$ cat src/rtl/sparce_sasa_loader.sv
// sparce_sasa_loader: write-sequencing controller for the SparCE SASA table.
// Buffers CSR write requests in a small circular queue. It takes the table out of
// service (sasa_enable low) and waits for any in-flight skip to finish. It then
// drains the queue one write per cycle and holds lookups off for a settle window.
// Optional feature macro: SPARCE_LOADER_STATUS_EN adds a 16-bit commit_count output.
module sparce_sasa_loader #(
    parameter int unsigned QUEUE_DEPTH   = 4,
    parameter int unsigned SETTLE_CYCLES = 2
) (
    input  logic        CLK,
    input  logic        nRST,
    input  logic        req_valid,
    output logic        req_ready,
    input  logic [31:0] req_addr,
    input  logic [31:0] req_data,
    input  logic        enable_req,
    input  logic        skipping,
    output logic        sasa_wen,
    output logic [31:0] sasa_addr,
    output logic [31:0] sasa_data,
    output logic        sasa_enable,
`ifdef SPARCE_LOADER_STATUS_EN
    output logic [15:0] commit_count,
`endif
    output logic        busy
);

    localparam int unsigned AW = $clog2(QUEUE_DEPTH);
    localparam int unsigned PW = AW + 1;
    // Wide enough to hold SETTLE_CYCLES-1, never zero-width
    localparam int unsigned CW = (SETTLE_CYCLES > 1) ? $clog2(SETTLE_CYCLES) : 1;

    typedef enum logic [1:0] {StIdle, StQuiesce, StDrain, StSettle} state_e;

    state_e          state_q;
    logic [CW-1:0]   settle_cnt_q;
    logic [PW-1:0]   wptr_q, wptr_d;
    logic [PW-1:0]   rptr_q, rptr_d;
    logic [63:0]     mem_q [QUEUE_DEPTH];
    logic            sasa_wen_q;
    logic [31:0]     sasa_addr_q;
    logic [31:0]     sasa_data_q;
    logic            sasa_enable_q;
    logic            full, empty, push, pop;
    logic [63:0]     head;

    // Pointer MSBs differ only when the write pointer has lapped the read pointer
    assign empty = (wptr_q == rptr_q);
    assign full  = (wptr_q[AW] != rptr_q[AW]) && (wptr_q[AW-1:0] == rptr_q[AW-1:0]);
    assign req_ready = !full;
    assign push  = req_valid && !full;
    assign pop   = (state_q == StDrain) && !empty && !skipping;
    assign head  = mem_q[rptr_q[AW-1:0]];

    assign sasa_wen    = sasa_wen_q;
    assign sasa_addr   = sasa_addr_q;
    assign sasa_data   = sasa_data_q;
    assign sasa_enable = sasa_enable_q;
    assign busy        = (state_q != StIdle);

    // Next-state pointer arithmetic for push/pop
    always_comb begin
        wptr_d = wptr_q;
        rptr_d = rptr_q;
        if (push) wptr_d = wptr_q + PW'(1);
        if (pop)  rptr_d = rptr_q + PW'(1);
    end

    // Queue pointers; reset discards any queued writes
    always_ff @(posedge CLK or negedge nRST) begin
        if (!nRST) begin
            wptr_q <= '0;
            rptr_q <= '0;
        end else begin
            wptr_q <= wptr_d;
            rptr_q <= rptr_d;
        end
    end

    // Queue storage; contents are only meaningful between the pointers
    always_ff @(posedge CLK) begin
        if (push) mem_q[wptr_q[AW-1:0]] <= {req_addr, req_data};
    end

    // Sequencing FSM with registered table-side outputs
    always_ff @(posedge CLK or negedge nRST) begin
        if (!nRST) begin
            state_q       <= StIdle;
            settle_cnt_q  <= '0;
            sasa_wen_q    <= 1'b0;
            sasa_addr_q   <= '0;
            sasa_data_q   <= '0;
            sasa_enable_q <= 1'b0;
        end else begin
            sasa_wen_q <= 1'b0;
            unique case (state_q)
                StIdle: begin
                    if (!empty) begin
                        state_q       <= StQuiesce;
                        sasa_enable_q <= 1'b0;
                    end else begin
                        sasa_enable_q <= enable_req;
                    end
                end
                StQuiesce: begin
                    sasa_enable_q <= 1'b0;
                    if (!skipping) state_q <= StDrain;
                end
                StDrain: begin
                    sasa_enable_q <= 1'b0;
                    // A skip here is abnormal; stall rather than drop the entry
                    if (pop) begin
                        sasa_wen_q  <= 1'b1;
                        sasa_addr_q <= head[63:32];
                        sasa_data_q <= head[31:0];
                    end
                    if (empty) begin
                        state_q      <= StSettle;
                        settle_cnt_q <= CW'(SETTLE_CYCLES - 1);
                    end
                end
                StSettle: begin
                    sasa_enable_q <= 1'b0;
                    if (settle_cnt_q != '0) settle_cnt_q <= settle_cnt_q - CW'(1);
                    if (!empty) begin
                        state_q <= StDrain;
                    end else if (settle_cnt_q == '0) begin
                        state_q <= StIdle;
                    end
                end
                default: state_q <= StIdle;
            endcase
        end
    end

`ifdef SPARCE_LOADER_STATUS_EN
    logic [15:0] commit_count_q;

    // Count committed table writes, wrapping at 16 bits
    always_ff @(posedge CLK or negedge nRST) begin
        if (!nRST) commit_count_q <= '0;
        else if (sasa_wen_q) commit_count_q <= commit_count_q + 16'd1;
    end

    assign commit_count = commit_count_q;
`endif

endmodule

$ cat config.mk
export PLATFORM = sky130hd
export DESIGN_NAME = sparce_sasa_loader
export DESIGN_NICKNAME = d
export VERILOG_FILES = /design/src/rtl/sparce_sasa_loader.sv
export SDC_FILE = /design/constraint.sdc
export NUM_CORES = 1
export LEC_CHECK = 0
export BUFFER_PORTS_ARGS = -buffer_cell sky130_fd_sc_hd__buf_4
export CAP_MARGIN = 25
export CORE_ASPECT_RATIO = 1.4
export CORE_UTILIZATION = 54
export CTS_BUF_LIST = sky130_fd_sc_hd__clkbuf_8
export DETAILED_ROUTE_END_ITERATION = 12
export PLACE_DENSITY = 0.76
export REMOVE_ABC_BUFFERS = 1
export SYNTH_ARGS = -nofsm -noshare
export SYNTH_HDL_FRONTEND = slang
export SYNTH_SLANG_ARGS = --single-unit
$ cat constraint.sdc
create_clock -name CLK -period 4.66 [get_ports CLK]
set_clock_uncertainty 0.05 [all_clocks]
set_input_delay 0.699 -clock CLK [delete_from_list [all_inputs] [get_ports CLK]]
set_output_delay 0.699 -clock CLK [all_outputs]
set_load 0.02 [all_outputs]
==> results_dict.tcl, run 1 <==
set metrics [dict create \
    outcome "complete, no violations" \
    power_density_mw_per_mm2 697 \
    criticalPathCategory "reg -> out" \
    fin_nets 766 \
    dp_slack_ns 1.84 \
    row_count 65 \
    rsz0062_at_grt "no" \
    layout.cells.non_filler 1030 \
    drt-total-wl_um 21700 \
    p_int_w 0.00714 \
    htree_levels 2 \
    drive_above_1_share_pct 47.5 \
    path_max_fanout 23 \
    tritoncts "done" \
    cts_made_buffers 46 \
    ctsHoldBuffers 0 \
    die_x_um 130 \
    clk_pin_slew_ns 0.07 \
    layout_setup_ws_ns 1.81 \
    p_sw_share_pct 30.2 \
    start_kind "flop" \
    p_sw_w 0.00309 \
    max_freq_mhz 351 \
    cp_data_arrival_time_ns 2.10 \
    slew_violations 0 \
    remaining_drc_errors 0 \
    grt_usage_pct 19.6 \
    ys_types 31 \
    ctsResizeCount 0 \
    maxCapViolations 0 \
    min_period_over_period_pct 61.1 \
    yosys_warnings 0 \
    wl_per_cell_um 21.1 \
    gr-total-overflow 0 \
    insertion_delay_ns 0.54 \
    tns_ns 0 \
    clock_path_buffers 3 \
    synth_area_mm2 0.0123 \
    drt_first_pass_iters 4 \
    synth-seq-cells 331 \
    finalHoldViolations 0 \
    via_count 5642 \
    p_clk_share_pct 22.6 \
    antenna_found_initial 0 \
    p_comb_share_pct 33.0 \
    vias_per_cell 5.48 \
    grt_max_degree 76 \
    crit_path_end_kind "primary output" \
    gp_congestion 0.710 \
    antenna_cells 0 \
    max-vdd-ir-drop_v 0.000356 \
    dieArea_mm2 0.0234 \
    syn_to_final_growth_pct 19.2 \
    syn_inst 525 \
    finalCriticalPeriod_ns 2.85 \
    fin_area_mm2 0.0147 \
    io_pins 137 \
    drt_iter0_drc 359 \
    ys_seq_area_share_pct 77.7 \
    postRouteAntennaNets 0 \
    core_area_mm2 0.0224 \
    dpl.hpwl_um 13000 \
    grt_pass1_wl_um 33900 \
    avgSynthCellArea_um2 23.4 \
    worst-slew-pin-transition_ns 0.991 \
    cts_root_buf "clkbuf_8" \
    setup_viol 0 \
    cts_sinks 331 \
    die_y_um 181 \
    portBuffers 136 \
    start_util_pct 54.8 \
    grt_pass1_vias 6228 \
    leakage_nw 5.38 \
    cts_setup_buffers 0 \
    placed_area_mm2 0.0137 \
    worst_slew_margin_rel_pct 33.9 \
    hold_class "in -> async" \
    seqPwrFrac_pct 44.5 \
    critPathRequiredTime_ns 3.91 \
    dp_cells 944 \
]
==> flip-flops by register name (all words and copies together), names as in the netlist <==
name          flops
mem_q           256
sasa_addr        32
sasa_data        32
rptr_q            3
wptr_q            3
state_q           2
sasa_enable       1
sasa_wen          1
settle_cnt_q      1
==> cells in the mapped netlist <==
cell type	instances	share of area [%]
a21oi_1	2	0.081
a22o_1	1	0.071
a31oi_1	2	0.10
a41oi_1	1	0.071
and2_1	3	0.15
and3_1	1	0.051
buf_2	10	0.41
buf_4	1	0.061
buf_6	5	0.46
clkbuf_1	7	0.21
dfrtp_1	75	15
edfxtp_1	256	62
ha_1	5	0.51
inv_1	4	0.12
mux2_2	38	3.5
mux2_4	28	3.4
mux4_2	64	12
nand2_1	1	0.030
nand3_1	1	0.041
nor2_1	2	0.061
nor2b_1	1	0.051
nor3_1	1	0.041
nor4_1	1	0.051
nor4bb_1	1	0.081
o311a_1	1	0.081
o31a_1	1	0.071
o31ai_1	1	0.061
or4_1	1	0.061
xnor2_1	5	0.36
xor2_1	4	0.28
xor2_2	1	0.13
==> worst max-delay path, stage by stage, from the launching register on <==
cell and delay [ns]:
dfrtp_4 0.66, xnor2_1 0.47, nand3_1 0.21, buf_4 0.21
==> layer usage <==
metal  GRT usage [%]  vias to the layer above  wire length, um
met3            3.59                       39              962
met2            35.0                      137            12000
met1            23.6                     2989             8280
li1                -                     2477                -
met5               0                        -                0
met4            6.98                        0              471
==> final timing paths <==
path / startpoint / endpoint / slack (ns) / cells past startpoint
max: rptr_q[0]$_DFFE_PN0P_ / req_ready / 1.81 / 3
min reg2reg: sasa_addr[30]$_DFFE_PN0P_ / sasa_addr[30]$_DFFE_PN0P_ / 0.46 / 1
max reg2reg: rptr_q[0]$_DFFE_PN0P_ / mem_q[1][29]$_DFFE_PP_ / 1.86 / 3
min: nRST / rptr_q[2]$_DFFE_PN0P_ / 0.06 / 1
min in group CLK: req_data[11] / mem_q[0][11]$_DFFE_PP_ / 0.31 / 1
max in group asynchronous: nRST / sasa_data[0]$_DFFE_PN0P_ / 3.91 / 2
==> stage by stage <==
step	hold slack (ns)	total power (W)	utilization [%]
2_1_floorplan	0.353	0.00693	-
3_3_place_gp	0.442	0.00787	60.8
3_5_place_dp	0.446	0.00805	60.8
4_1_cts	0.272	0.0104	65.3
5_1_grt	0.0670	0.0107	65.4
6_report	0.0587	0.0102	65.4
==> cell type report <==
type | instances | area, um2
inverter | 4 | 15.0
timing repair buffer | 142 | 1100
fill | 1518 | 7770
sequential | 331 | 9570
multi-input combinational | 167 | 2620
clock buffer | 55 | 757
tap | 301 | 377
clock inverter | 30 | 231
==> cell families (layout without fill, tap and decap cells) <==
kind of cell,Yosys count,after routing,share of synthesized area [%]
buf+inv,27,231,1.26
mux,130,130,18.6
xor+xnor,10,10,0.773
fa+ha+maj,5,5,0.508
simple gates,13,13,0.620
flops,331,331,77.7
compound gates,9,9,0.539
==> power by group through the flow <==
stage               registers (W)  logic [W]  clock network, W
floorplan                 0.00501    0.00192                 0
global placement          0.00456    0.00330                 0
detailed placement        0.00462    0.00343                 0
CTS                       0.00457    0.00343           0.00236
global route              0.00464    0.00361           0.00249
finish                    0.00455    0.00337           0.00231
==> placed cells by master (no fill, tap or decap), types with 2 or more instances in the layout <==
| cell | count |
|---|---|
| xnor2_1 | 5 |
| edfxtp_1 | 256 |
| xor2_1 | 4 |
| a21oi_1 | 2 |
| inv_1 | 17 |
| ha_1 | 5 |
| dfrtp_1 | 73 |
| buf_4 | 140 |
| bufinv_16 | 4 |
| mux4_2 | 64 |
| clkinv_2 | 5 |
| and2_4 | 3 |
| clkinv_1 | 6 |
| nor2_1 | 2 |
| mux2_4 | 28 |
| clkbuf_8 | 55 |
| dfrtp_4 | 2 |
| mux2_2 | 38 |
| clkinvlp_4 | 2 |
No activity file was read; power rests on OpenSTA's default activity.
==> inputs of run 2 (changes only) <==
- clock period: 4.66 -> 2.4 ns (I/O delays scaled with it)
==> run 2 against run 1 <==
Against the previous run: largest cell class unchanged; first-iteration DRC count is 14% lower; worst hold slack better by 0.064 ns; highest routed layer unchanged; final area up 5.4%; non-clock buffer count increased by 77; combinational power up 110%; worst setup slack got worse by 1.7 ns; core utilization is 3.5 points higher.
==> results_dict.tcl, run 2 (same netlist as run 1, synthesis figures left out) <==
set metrics [dict create \
    rr_startpoint "wptr_q[1]$_DFFE_PN0P_" \
    fin_area_mm2 0.0155 \
    utilization_pct 68.9 \
    antenna_found_initial 0 \
    placed_area_mm2 0.0138 \
    vias_per_cell 5.42 \
    max_freq_mhz 435 \
    power_density_mw_per_mm2 1300 \
    min_to "rptr_q[2]$_DFFE_PN0P_" \
    crit_path_end_kind "primary output" \
    holdPathStages 4 \
    dp_cells 956 \
    drt-total-wl_um 23300 \
    criticalPathCategory "reg -> out" \
    cts_sinks 331 \
    layout.cells.non_filler 1110 \
    critPathRequiredTime_ns 1.99 \
    cts_made_buffers 47 \
    finalHoldViolations 0 \
    hold_class "in -> reg" \
    wl_per_cell_um 21.0 \
    row_count 65 \
    dieArea_mm2 0.0234 \
    fin_nets 844 \
    r2r_end "mem_q[1][59]$_DFFE_PP_" \
    cts_root_buf "clkbuf_8" \
    n_fill_cell 1459 \
    die_y_um 181 \
    start_kind "flop" \
    reg2reg_depth 4 \
    die_x_um 130 \
    final_cell_mix "edfxtp_1, buf_4, dfrtp_1" \
    finalCriticalPeriod_ns 2.30 \
    drt_iter0_drc 308 \
    tns_ns 0 \
    final_common_cell "edfxtp_1" \
    grt_usage_pct 21.3 \
    slew_violations 0 \
    via_count 6019 \
    clock_path_buffers 3 \
    portBuffers 136 \
    largest_register_ffs 256 \
    leakage_nw 5.75 \
    hold_start "skipping" \
    drive_above_1_share_pct 43.9 \
    cp_data_arrival_time_ns 1.89 \
    drt_first_pass_iters 4 \
    worst-slew-pin-transition_ns 0.704 \
    worst_slew_margin_rel_pct 53.1 \
    gr-total-overflow 0 \
    r2r_slack_ns 0.11 \
    tritoncts "done" \
    antenna_cells 0 \
    max-vdd-ir-drop_v 0.000790 \
    multi_input_area_mm2 0.00265 \
    layout_setup_ws_ns 0.103 \
    maxCapViolations 0 \
    syn_to_final_growth_pct 25.6 \
    htree_levels 2 \
    min_period_over_period_pct 95.7 \
    cts_setup_buffers 0 \
    postRouteAntennaNets 0 \
    remaining_drc_errors 0 \
    gp_congestion 0.783 \
    grt_pass1_vias 6783 \
    outcome "complete, no violations" \
    io_pins 137 \
    core_area_mm2 0.0224 \
    grt_max_degree 45 \
    seqCellArea_mm2 0.00957 \
    dp_slack_ns 0.245 \
    dpl.hpwl_um 13900 \
    setup_viol 0 \
    start_util_pct 54.8 \
    clk_pin_slew_ns 0.06 \
    insertion_delay_ns 0.55 \
    grt_pass1_wl_um 37000 \
    path_max_fanout 23 \
]
## run 2: area by class of cell
type | instances | share of cell area, %
flip-flops and latches | 331 | 61.9
multi-input cells | 167 | 17.1
repair buffers | 219 | 12.4
clock buffers | 53 | 4.72
well taps | 301 | 2.44
clock inverters | 35 | 1.29
inverters | 4 | 0.0971
## run 2: repair_timing
action                                 4_1_cts  5_1_grt
hold buffers                                66        0
endpoints found under the hold margin      293        0
gates resized for setup                      2        1
pin swaps                                    0        0
gates cloned                                 0        0
setup endpoints to repair                    1        1
## run 2: where the power goes
| group | total (W) | switching [W] | internal [W] |
|---|---|---|---|
| logic | 0.00717 | 0.00351 | 0.00366 |
| registers | 0.00868 | 0.000692 | 0.00799 |
| clock network | 0.00426 | 0.00202 | 0.00225 |
| total | 0.0201 | 0.00622 | 0.0139 |
## run 2: per-layer routing
layer / vias to the layer above / wire, um / GRT usage (%)
li1: 2638 / - / -
met1: 3144 / 8780 / 26.2
met2: 184 / 12800 / 37.2
met3: 53 / 1080 / 3.68
met4: 0 / 684 / 8.47
met5: - / 0 / 0
## run 2: per-stage QoR
stage,hold slack (ns),power (W)
after CTS,0.0994,0.0203
after global placement,0.331,0.0156
after floorplan,0.0144,0.0134
after detailed placement,0.346,0.0159
after global routing,0.122,0.0211
final,0.122,0.0201
## run 2: critical path: stages (launching register included)
cell	delay [ns]
dfrtp_4	0.48
buf_4	0.26
xnor2_4	0.25
nand3_1	0.14
buf_4	0.20
## run 2: how the worst max path moves through the flow
stage	from	end	slack (ns)	cells past startpoint
after floorplan	rptr_q[0]$_DFFE_PN0P_	mem_q[3][0]$_DFFE_PP_	-4.58	2
after global placement	wptr_q[0]$_DFFE_PN0P_	sasa_addr[23]$_DFFE_PN0P_	0.32	4
after detailed placement	wptr_q[1]$_DFFE_PN0P_	mem_q[1][55]$_DFFE_PP_	0.25	4
after CTS	rptr_q[1]$_DFFE_PN0P_	req_ready	0.01	4
after global routing	rptr_q[1]$_DFFE_PN0P_	req_ready	-0.0009	4
final	rptr_q[1]$_DFFE_PN0P_	req_ready	0.10	4
==> inputs of run 3 (changes only) <==
- BUFFER_PORTS_ARGS: -buffer_cell sky130_fd_sc_hd__buf_4 -> -buffer_cell sky130_fd_sc_hd__buf_2
- PLACE_DENSITY: 0.76 -> not set
- PLACE_DENSITY_LB_ADDON: not set -> 0.2
==> run 3 against run 2 <==
Against the previous run: non-clock buffer count rose by 1; worst hold slack improved by 0.0081 ns; clock-buffer cell count increased by 6; critical path depth fell by 1; sequential share of layout area rose by 0.92 points; global-route usage decreased by 0.56 points; register-to-register slack improved by 0.08 ns; wire length fell by 2.6%; critical endpoint unchanged; largest cell class unchanged; largest power group unchanged.
==> results_dict.tcl, run 3 (same netlist as run 1, synthesis figures left out) <==
set metrics [dict create \
    wl_per_cell_um 20.4 \
    rsz0062_at_grt "no" \
    drt-total-wl_um 22700 \
    start_util_pct 54.8 \
    antenna_cells 0 \
    setup_viol 0 \
    tritoncts "done" \
    start_kind "flop" \
    remaining_drc_errors 0 \
    finalHoldViolations 0 \
    gr-total-overflow 0 \
    cts_made_buffers 48 \
    final_common_cell "edfxtp_1" \
    core_area_mm2 0.0224 \
    io_pins 137 \
    fin_nets 846 \
    largest_register_ffs 256 \
    gp_congestion 0.750 \
    cts_sinks 331 \
    placed_area_mm2 0.0135 \
    ctsResizeCount 0 \
    drt_first_pass_iters 4 \
    worst-slew-pin-transition_ns 0.627 \
    die_x_um 130 \
    antenna_found_initial 0 \
    worst_slew_margin_rel_pct 58.2 \
    gr-usage-met2_pct 35.4 \
    power_density_mw_per_mm2 1320 \
    finalCriticalPeriod_ns 2.30 \
    critPathRequiredTime_ns 1.99 \
    grt_use_met3_pct 4.01 \
    max_freq_mhz 434 \
    slew_violations 0 \
    crit_path_max_incr_delay_ns 0.56 \
    path_cells "xnor2_1, nand3_1, buf_2" \
    clk_pin_slew_ns 0.06 \
    row_count 65 \
    crit_path_end_kind "primary output" \
    via_count 6021 \
    dpl.hpwl_um 13500 \
    vias_per_cell 5.41 \
    hold_class "in -> reg" \
    syn_to_final_growth_pct 23.8 \
    postRouteAntennaNets 0 \
    clock_path_buffers 3 \
    grt.busiest_layer "met2" \
    drt_iter0_drc 312 \
    grt_usage_pct 20.7 \
    path_max_fanout 10 \
    grt_pass1_vias 6520 \
    fin_area_mm2 0.0152 \
    max-vdd-ir-drop_v 0.000691 \
    min_period_over_period_pct 96.0 \
    grt_pass1_wl_um 35800 \
    tns_ns 0 \
    portBuffers 136 \
    cp_data_arrival_time_ns 1.89 \
    cts_setup_buffers 0 \
    final_cell_mix "edfxtp_1, buf_2, dfrtp_1" \
    grt_max_degree 43 \
    criticalPathCategory "reg -> out" \
    maxCapViolations 0 \
    htree_levels 2 \
    drive_above_1_share_pct 44.8 \
    ctsHoldBuffers 66 \
    dieArea_mm2 0.0234 \
    grt.met1_usage_pct 26.2 \
    leakage_nw 5.66 \
    die_y_um 181 \
    outcome "complete, no violations" \
    cts_root_buf "clkbuf_8" \
    slowest_stage "dfrtp_4" \
    insertion_delay_ns 0.56 \
]
-- run 3: cell type report --
type	count	area, um2
clock buffer	59	812
sequential	331	9570
inverter	4	15.0
clock inverter	30	234
fill	1480	7210
tap	301	377
timing repair buffer	220	1600
multi-input combinational	167	2620
-- run 3: power breakdown --
group | total [W] | switching, W | internal (W)
logic | 0.00675 | 0.00347 | 0.00328
registers | 0.00862 | 0.000635 | 0.00799
clock network | 0.00469 | 0.00202 | 0.00266
-- run 3: worst max-delay path: cells and delay by family (launching register included) --
kind | cells | cell delay, ns
buffers and inverters | 1 | 0.21
XOR/XNOR | 1 | 0.40
AND/OR/NAND/NOR | 1 | 0.19
flip-flops | 1 | 0.56
-- run 3: per-stage QoR --
stage | instances | setup slack (ns) | power [W] | hold slack [ns] | util [%]
after floorplan | 502 | -4.58 | 0.0134 | 0.0144 | -
after global placement | 957 | 0.253 | 0.0153 | 0.238 | 60.3
after detailed placement | 957 | 0.181 | 0.0155 | 0.241 | 60.3
after CTS | 1112 | 0.110 | 0.0203 | 0.104 | 67.9
after global routing | 1112 | 0.0558 | 0.0210 | 0.125 | 67.9
final | 1112 | 0.0955 | 0.0201 | 0.130 | 67.9
-- run 3: path summary, 6_finish.rpt --
kind                                           start                        end  slack, ns  cells after the start
max                            rptr_q[1]$_DFFE_PN0P_                  req_ready        0.1                      3
min                                         skipping      rptr_q[2]$_DFFE_PN0P_       0.13                      4
max reg2reg                    rptr_q[0]$_DFFE_PN0P_      mem_q[2][4]$_DFFE_PP_       0.19                      4
min reg2reg                sasa_addr[19]$_DFFE_PN0P_  sasa_addr[19]$_DFFE_PN0P_       0.45                      1
max in group asynchronous                       nRST   sasa_data[0]$_DFFE_PN0P_       1.39                      3
min in group asynchronous                       nRST  sasa_addr[12]$_DFFE_PN0P_       0.22                      2
-- run 3: metal layers --
layer,routed length (um),vias up
met2,11800,181
met3,1100,58
met1,9060,3130
met4,707,0
li1,-,2652
met5,0,-
